===== src/rtl/alu_muldiv_if.sv =====
// Request/response bundle between the execute stage and the iterative mul/div unit.
// The requester (master) drives operands, flush and out_ready; the unit (slave) drives the rest.
interface alu_muldiv_if #(
  parameter int W = 32
);
  logic         flush;
  logic         in_valid;
  logic         in_ready;
  logic [2:0]   in_op;
  logic [W-1:0] in_lhs;
  logic [W-1:0] in_rhs;
  logic         out_valid;
  logic         out_ready;
  logic [W-1:0] out_result;
  logic         busy;

  modport master (
    output flush, in_valid, in_op, in_lhs, in_rhs, out_ready,
    input  in_ready, out_valid, out_result, busy
  );

  modport slave (
    input  flush, in_valid, in_op, in_lhs, in_rhs, out_ready,
    output in_ready, out_valid, out_result, busy
  );
endinterface


===== src/rtl/alu_muldiv_unit.sv =====
// Iterative RV32M/RV64M multiply/divide: radix-2 shift-add multiplier and restoring divider
// on operand magnitudes, with sign fix-up after W iterations and early special-case results.
module alu_muldiv_unit #(
  parameter int W     = 32,
  parameter int CNT_W = 6
) (
  input  logic          clk,
  input  logic          rst,
  alu_muldiv_if.slave   bus
);
  typedef enum logic [1:0] {IDLE, CALC, FIX, DONE} state_t;

  state_t         state_reg;
  logic [2:0]     op_reg;
  logic [W-1:0]   a_reg;        // multiplicand, or dividend shifting into quotient
  logic [W-1:0]   b_reg;        // multiplier (shifts right), or divisor
  logic [W-1:0]   rem_reg;
  logic [2*W-1:0] acc_reg;
  logic [CNT_W-1:0] cnt_reg;
  logic           neg_q_reg;    // product/quotient negated at FIX
  logic           neg_r_reg;    // remainder negated at FIX
  logic [W-1:0]   result_reg;
  logic           valid_reg;

  // Accept-time decode
  logic           lhs_signed, rhs_signed, lhs_neg, rhs_neg;
  logic [W-1:0]   lhs_abs, rhs_abs;
  logic           div_zero, div_ovf;
  logic [W-1:0]   special_result;

  assign lhs_signed = (bus.in_op == 3'b001) || (bus.in_op == 3'b010) ||
                      (bus.in_op == 3'b100) || (bus.in_op == 3'b110);
  assign rhs_signed = (bus.in_op == 3'b001) || (bus.in_op == 3'b100) || (bus.in_op == 3'b110);
  assign lhs_neg    = lhs_signed && bus.in_lhs[W-1];
  assign rhs_neg    = rhs_signed && bus.in_rhs[W-1];
  assign lhs_abs    = lhs_neg ? -bus.in_lhs : bus.in_lhs;
  assign rhs_abs    = rhs_neg ? -bus.in_rhs : bus.in_rhs;

  assign div_zero = bus.in_op[2] && (bus.in_rhs == '0);
  assign div_ovf  = bus.in_op[2] && !bus.in_op[0] &&
                    (bus.in_lhs == {1'b1, {(W-1){1'b0}}}) && (bus.in_rhs == '1);

  always_comb begin
    special_result = '0;
    if (div_zero)
      special_result = bus.in_op[1] ? bus.in_lhs : '1;
    else if (div_ovf)
      special_result = bus.in_op[1] ? '0 : bus.in_lhs;
  end

  // One iteration of each datapath
  logic [2*W-1:0] mul_addend, acc_next;
  logic [W:0]     rem_shift, rem_diff;
  logic           quo_bit;

  assign mul_addend = {{W{1'b0}}, a_reg} << cnt_reg;
  assign acc_next   = b_reg[0] ? acc_reg + mul_addend : acc_reg;
  assign rem_shift  = {rem_reg, a_reg[W-1]};
  assign rem_diff   = rem_shift - {1'b0, b_reg};
  assign quo_bit    = !rem_diff[W];

  // Sign fix-up and result selection
  logic [2*W-1:0] prod_fixed;
  logic [W-1:0]   quo_fixed, rem_fixed, fix_result;

  assign prod_fixed = neg_q_reg ? -acc_reg : acc_reg;
  assign quo_fixed  = neg_q_reg ? -a_reg   : a_reg;
  assign rem_fixed  = neg_r_reg ? -rem_reg : rem_reg;

  always_comb begin
    fix_result = '0;
    case (op_reg)
      3'b000:                 fix_result = prod_fixed[W-1:0];
      3'b001, 3'b010, 3'b011: fix_result = prod_fixed[2*W-1:W];
      3'b100, 3'b101:         fix_result = quo_fixed;
      default:                fix_result = rem_fixed;
    endcase
  end

  always_ff @(posedge clk) begin
    if (rst) begin
      state_reg  <= IDLE;
      op_reg     <= '0;
      a_reg      <= '0;
      b_reg      <= '0;
      rem_reg    <= '0;
      acc_reg    <= '0;
      cnt_reg    <= '0;
      neg_q_reg  <= 1'b0;
      neg_r_reg  <= 1'b0;
      result_reg <= '0;
      valid_reg  <= 1'b0;
    end else if (bus.flush) begin
      state_reg <= IDLE;
      valid_reg <= 1'b0;
    end else begin
      case (state_reg)
        IDLE: begin
          if (bus.in_valid) begin
            op_reg    <= bus.in_op;
            a_reg     <= lhs_abs;
            b_reg     <= rhs_abs;
            rem_reg   <= '0;
            acc_reg   <= '0;
            cnt_reg   <= '0;
            neg_q_reg <= lhs_neg ^ rhs_neg;
            neg_r_reg <= lhs_neg;
            if (div_zero || div_ovf) begin
              result_reg <= special_result;
              valid_reg  <= 1'b1;
              state_reg  <= DONE;
            end else begin
              state_reg <= CALC;
            end
          end
        end
        CALC: begin
          if (op_reg[2]) begin
            rem_reg <= quo_bit ? rem_diff[W-1:0] : rem_shift[W-1:0];
            a_reg   <= {a_reg[W-2:0], quo_bit};
          end else begin
            acc_reg <= acc_next;
            b_reg   <= b_reg >> 1;
          end
          cnt_reg <= cnt_reg + 1'b1;
          if (cnt_reg == CNT_W'(W-1))
            state_reg <= FIX;
        end
        FIX: begin
          result_reg <= fix_result;
          valid_reg  <= 1'b1;
          state_reg  <= DONE;
        end
        DONE: begin
          if (bus.out_ready) begin
            valid_reg <= 1'b0;
            state_reg <= IDLE;
          end
        end
        default: state_reg <= IDLE;
      endcase
    end
  end

  assign bus.in_ready   = (state_reg == IDLE);
  assign bus.busy       = (state_reg != IDLE);
  assign bus.out_valid  = valid_reg;
  assign bus.out_result = result_reg;
endmodule


===== src/flat_wrapper.sv =====
// flat-port wrapper written by rule: the top's interface ports become plain ports
module alu_muldiv_unit_flat 
#(
  parameter int W     = 32,
  parameter int CNT_W = 6
)
  (clk, rst, bus_flush, bus_in_valid, bus_in_op, bus_in_lhs, bus_in_rhs, bus_out_ready, bus_in_ready, bus_out_valid, bus_out_result, bus_busy);
  alu_muldiv_if #(.W(W)) bus_i ();
  input  logic clk;
  input  logic rst;
  input wire logic [$bits(bus_i.flush)-1:0] bus_flush;
  input wire logic [$bits(bus_i.in_valid)-1:0] bus_in_valid;
  input wire logic [$bits(bus_i.in_op)-1:0] bus_in_op;
  input wire logic [$bits(bus_i.in_lhs)-1:0] bus_in_lhs;
  input wire logic [$bits(bus_i.in_rhs)-1:0] bus_in_rhs;
  input wire logic [$bits(bus_i.out_ready)-1:0] bus_out_ready;
  output wire logic [$bits(bus_i.in_ready)-1:0] bus_in_ready;
  output wire logic [$bits(bus_i.out_valid)-1:0] bus_out_valid;
  output wire logic [$bits(bus_i.out_result)-1:0] bus_out_result;
  output wire logic [$bits(bus_i.busy)-1:0] bus_busy;
  assign bus_i.flush = bus_flush;
  assign bus_i.in_valid = bus_in_valid;
  assign bus_i.in_op = bus_in_op;
  assign bus_i.in_lhs = bus_in_lhs;
  assign bus_i.in_rhs = bus_in_rhs;
  assign bus_i.out_ready = bus_out_ready;
  assign bus_in_ready = bus_i.in_ready;
  assign bus_out_valid = bus_i.out_valid;
  assign bus_out_result = bus_i.out_result;
  assign bus_busy = bus_i.busy;
  alu_muldiv_unit #(.W(W), .CNT_W(CNT_W)) u_core (.clk(clk), .rst(rst), .bus(bus_i));
endmodule

===== config.mk =====
export PLATFORM = sky130hd
export DESIGN_NAME = alu_muldiv_unit_flat
export DESIGN_NICKNAME = d
export VERILOG_FILES = /design/src/rtl/alu_muldiv_if.sv /design/src/rtl/alu_muldiv_unit.sv /design/src/flat_wrapper.sv
export SDC_FILE = /design/constraint.sdc
export NUM_CORES = 1
export LEC_CHECK = 0
export CORE_UTILIZATION = 35
export CTS_CLUSTER_DIAMETER = 120
export DETAILED_ROUTE_END_ITERATION = 8
export PLACE_DENSITY = 0.51
export SYNTH_ARGS = -nofsm -noshare
export SYNTH_HDL_FRONTEND = slang
export SYNTH_SLANG_ARGS = --single-unit

===== constraint.sdc =====
create_clock -name clk -period 5.8 [get_ports clk]
set_clock_uncertainty 0.15 [all_clocks]
set_input_delay 1.45 -clock clk [delete_from_list [all_inputs] [get_ports clk]]
set_output_delay 1.45 -clock clk [all_outputs]
set_load 0.1 [all_outputs]

==> impl_metrics.json <==
{
  "outcome": "finished with violations",
  "violations": "design-rule violations",
  "track_usage_pct": 29.8,
  "max_cap_violations": 0,
  "drive_gt1_share_pct": 7.79,
  "yosys_warnings": 0,
  "p_int_mw": 2.80,
  "core_area_um2": 59100,
  "path_clk_slew_ns": 0.07,
  "yosysUniqueCellTypes": 75,
  "synth_area_um2": 21000,
  "syn_area_per_cell_um2": 7.11,
  "crit_top_cell": "a21oi_1",
  "fmax_mhz": 181,
  "h-tree-depth": 1,
  "synth_mux_area_share_pct": 6.97,
  "ir_worst_vdd_uv": 190,
  "nFillCells": 6205,
  "postRouteAntennaNets": 0,
  "critPathMaxStageDelay_ns": 0.79,
  "drt-initial-drc-count": 2481,
  "cts_buffers": 29,
  "fin_nets": 3159,
  "setup_viol": 0,
  "synth-main-ff-cell": "dfxtp_1",
  "hp-class": "reg2reg",
  "grt_max_degree": 108,
  "finish.instance_area_um2": 24000,
  "layout_min_cycle_time_ns": 5.52,
  "area_growth_syn_to_layout_pct": 14.1,
  "antenna_cells": 0,
  "hold_viol": 0,
  "critical_path_class": "reg2reg",
  "combPwrFrac_pct": 21.5,
  "critPathLaunchType": "register",
  "cts_resized": 0,
  "synthXorXnorAreaFrac_pct": 10.8,
  "syn_nets": 3137,
  "vias": 22800,
  "overflow": 0,
  "drt-total-wl_um": 92400,
  "dr.pass1.iters": 9,
  "synth_seq_cells": 206,
  "cts_setup_buffers": 0,
  "drv_slew": 0,
  "die_area_um2": 61000,
  "p_per_area_nw_per_um2": 175,
  "slowest_stage": "o41ai_1",
  "worst-path-max-fanout": 42,
  "cp-end-kind": "register",
  "critPathBufInv": 1,
  "die_h_um": 247,
  "synth_top_area_share_pct": 19.6,
  "p_leak_nw": 9.12,
  "final_core_util_pct": 40.5,
  "yosys-top-cells-area": "dfxtp_1, nand2_1, o21ai_0, ha_1, a21oi_1",
  "synth_compound_area_share_pct": 28.3,
  "rsz0062_at_grt": "no",
  "yosys.area.top_type": "dfxtp_1",
  "routedWlPerCell_um": 24.5,
  "switchingPower_mw": 1.38,
  "synthAdderAreaFrac_pct": 6.50,
  "cts.sinks": 206,
  "drc": 39,
  "arrival_ns": 5.92,
  "grt_pass1_vias": 21500,
  "synth-async-reset-ratio_pct": 0,
  "cp.required_ns": 6.19,
  "die_x_um": 247,
  "grt_pass1_wl_um": 139000,
  "clockBufferDepth": 3,
  "largest_reg_flops": 64,
  "p_seq_share_pct": 35.6,
  "synthSimpleGateAreaFrac_pct": 22.7,
  "io_buffers": 106,
  "worstSkewPairLatency_ns": 0.61,
  "cts_root_buffer": "clkbuf_16",
  "swShare_pct": 33.0,
  "clkPwrFrac_pct": 42.9,
  "critPathTopFamily": "compound AO/OA/AOI/OAI gates",
  "start_util_pct": 35.5,
  "synth_top_family_by_area": "compound AO/OA/AOI/OAI gates",
  "dp_hpwl_um": 73300,
  "finalCritPeriodShare_pct": 95.2,
  "antenna_found_initial": 2,
  "place_congestion": 0.994,
  "crit_chain": "buf_12 -> mux2i_1 -> mux2_2 -> or3_1 -> nor2_1 -> ha_1 -> a21o_1 -> a21oi_1 -> a21boi_0 -> a41oi_1 -> o31ai_1 -> o32ai_1 -> o41ai_1 -> a21oi_1 -> a2111o_1 -> nand3_1",
  "worst_pin_slew_ns": 1.13,
  "relSlewSlack_pct": 24.5,
  "syn_inst": 2957,
  "tns_ns": 0,
  "seq_area_frac_synth_pct": 19.6,
  "dpl_cell_area_um2": 23000,
  "fp-row-count": 89,
  "io-pin-count": 107,
  "synth_edf_count": 0,
  "viasPerCell": 6.05,
  "cts_hold_buf": 0,
  "tritoncts": "built"
}
-- metrics by stage --
stage	hold slack [ns]	setup slack (ns)	power, mW	std cells
final	0.303	0.277	4.19	3775
after global routing	0.321	0.0794	4.36	3775
after CTS	0.307	0.125	4.21	3775
after detailed placement	0.298	0.197	2.40	3721
after global placement	0.290	0.220	2.40	3721
after floorplan	0.286	0.0103	2.07	2957
-- worst paths after layout --
kind,startpoint,endpoint,slack [ns],depth (start not counted)
hold reg to reg,u_core.b_reg[15],u_core.b_reg[15],0.30,2
setup / recovery,u_core.cnt_reg[0],u_core.acc_reg[57],0.28,16
setup reg to reg,u_core.cnt_reg[0],u_core.acc_reg[57],0.28,16
hold / removal,u_core.b_reg[15],u_core.b_reg[15],0.30,2
-- cell families (layout without fill, tap and decap cells) --
| group | Yosys count | after routing |
|---|---|---|
| DFF | 206 | 206 |
| muxes | 123 | 123 |
| AOI/OAI and AO/OA | 957 | 957 |
| buffers and inverters | 282 | 327 |
| adders and majority gates | 108 | 108 |
| xor gates and xnor gates | 259 | 259 |
| and+or+nand+nor | 1022 | 1022 |
-- worst reg2reg max path, delay by kind of cell, from the launching register on --
family / cells / cell delay (ns)
AO/OA/AOI/OAI: 9 / 3.15
adder cells (fa/ha/maj): 1 / 0.27
buffers and inverters: 1 / 0.23
flip-flops: 1 / 0.34
multiplexers: 2 / 0.57
AND/OR/NAND/NOR: 3 / 0.76
-- cell type report --
cell class	instances	area (um2)	area share (%)
Multi-Input combinational cell	2469	15900	66.3
Sequential cell	206	4130	17.2
Timing Repair Buffer	201	1780	7.44
Tap cell	773	967	4.04
Clock buffer	40	817	3.41
Inverter	72	270	1.13
Clock inverter	14	111	0.465
-- synth_stat cells (21+ instances only) --
library cell  number
dfxtp_1          206
and2_1            25
mux2i_1           81
nand3_1           40
inv_1             71
mux2_2            26
a21oi_1          262
a21o_1            63
o31ai_1           64
or4_1             32
clkbuf_1         187
a31oi_1           22
o21ai_0          282
nand2b_1          22
nand4_1           47
ha_1             106
nor2_1           237
xnor2_1          117
or3_1             35
a211oi_1          31
o41ai_1           28
nor4_1            27
a22oi_1           32
o221ai_1          23
nor3_1            51
o22ai_1           21
xor2_1           142
nand2_1          421
-- power groups by stage --
stage / logic [mW] / registers (mW) / clock network, mW
global placement: 0.881 / 1.52 / 0
floorplan: 0.583 / 1.49 / 0
detailed placement: 0.883 / 1.52 / 0
global route: 0.976 / 1.49 / 1.89
CTS: 0.889 / 1.49 / 1.83
finish: 0.899 / 1.49 / 1.80
-- placed cells by master, fill, tap and decap left out, types with 29 or more instances in the layout --
master	netlist	layout
or4_1	32	32
nor2_1	237	234
o31ai_1	64	64
mux2i_1	81	81
or3_1	35	35
clkdlybuf4s50_1	0	105
buf_4	0	95
nand4_1	47	47
nand2_1	421	421
a21o_1	63	63
nor3_1	51	51
clkbuf_16	0	29
inv_1	71	71
a21oi_1	262	260
ha_1	106	105
xor2_1	142	142
dfxtp_1	206	202
nand3_1	40	40
xnor2_1	117	116
a22oi_1	32	32
o21ai_0	282	281
a211oi_1	31	31
-- metal layers --
layer | vias up | share of wire (%) | global-route usage, %
li1 | 10800 | - | -
met1 | 10900 | 46 | 42.0
met2 | 935 | 43 | 45.9
met3 | 170 | 7.5 | 3.89
met4 | 4 | 3.9 | 10.6
met5 | - | 0.028 | 0
Power figures use the tool's default switching activity.
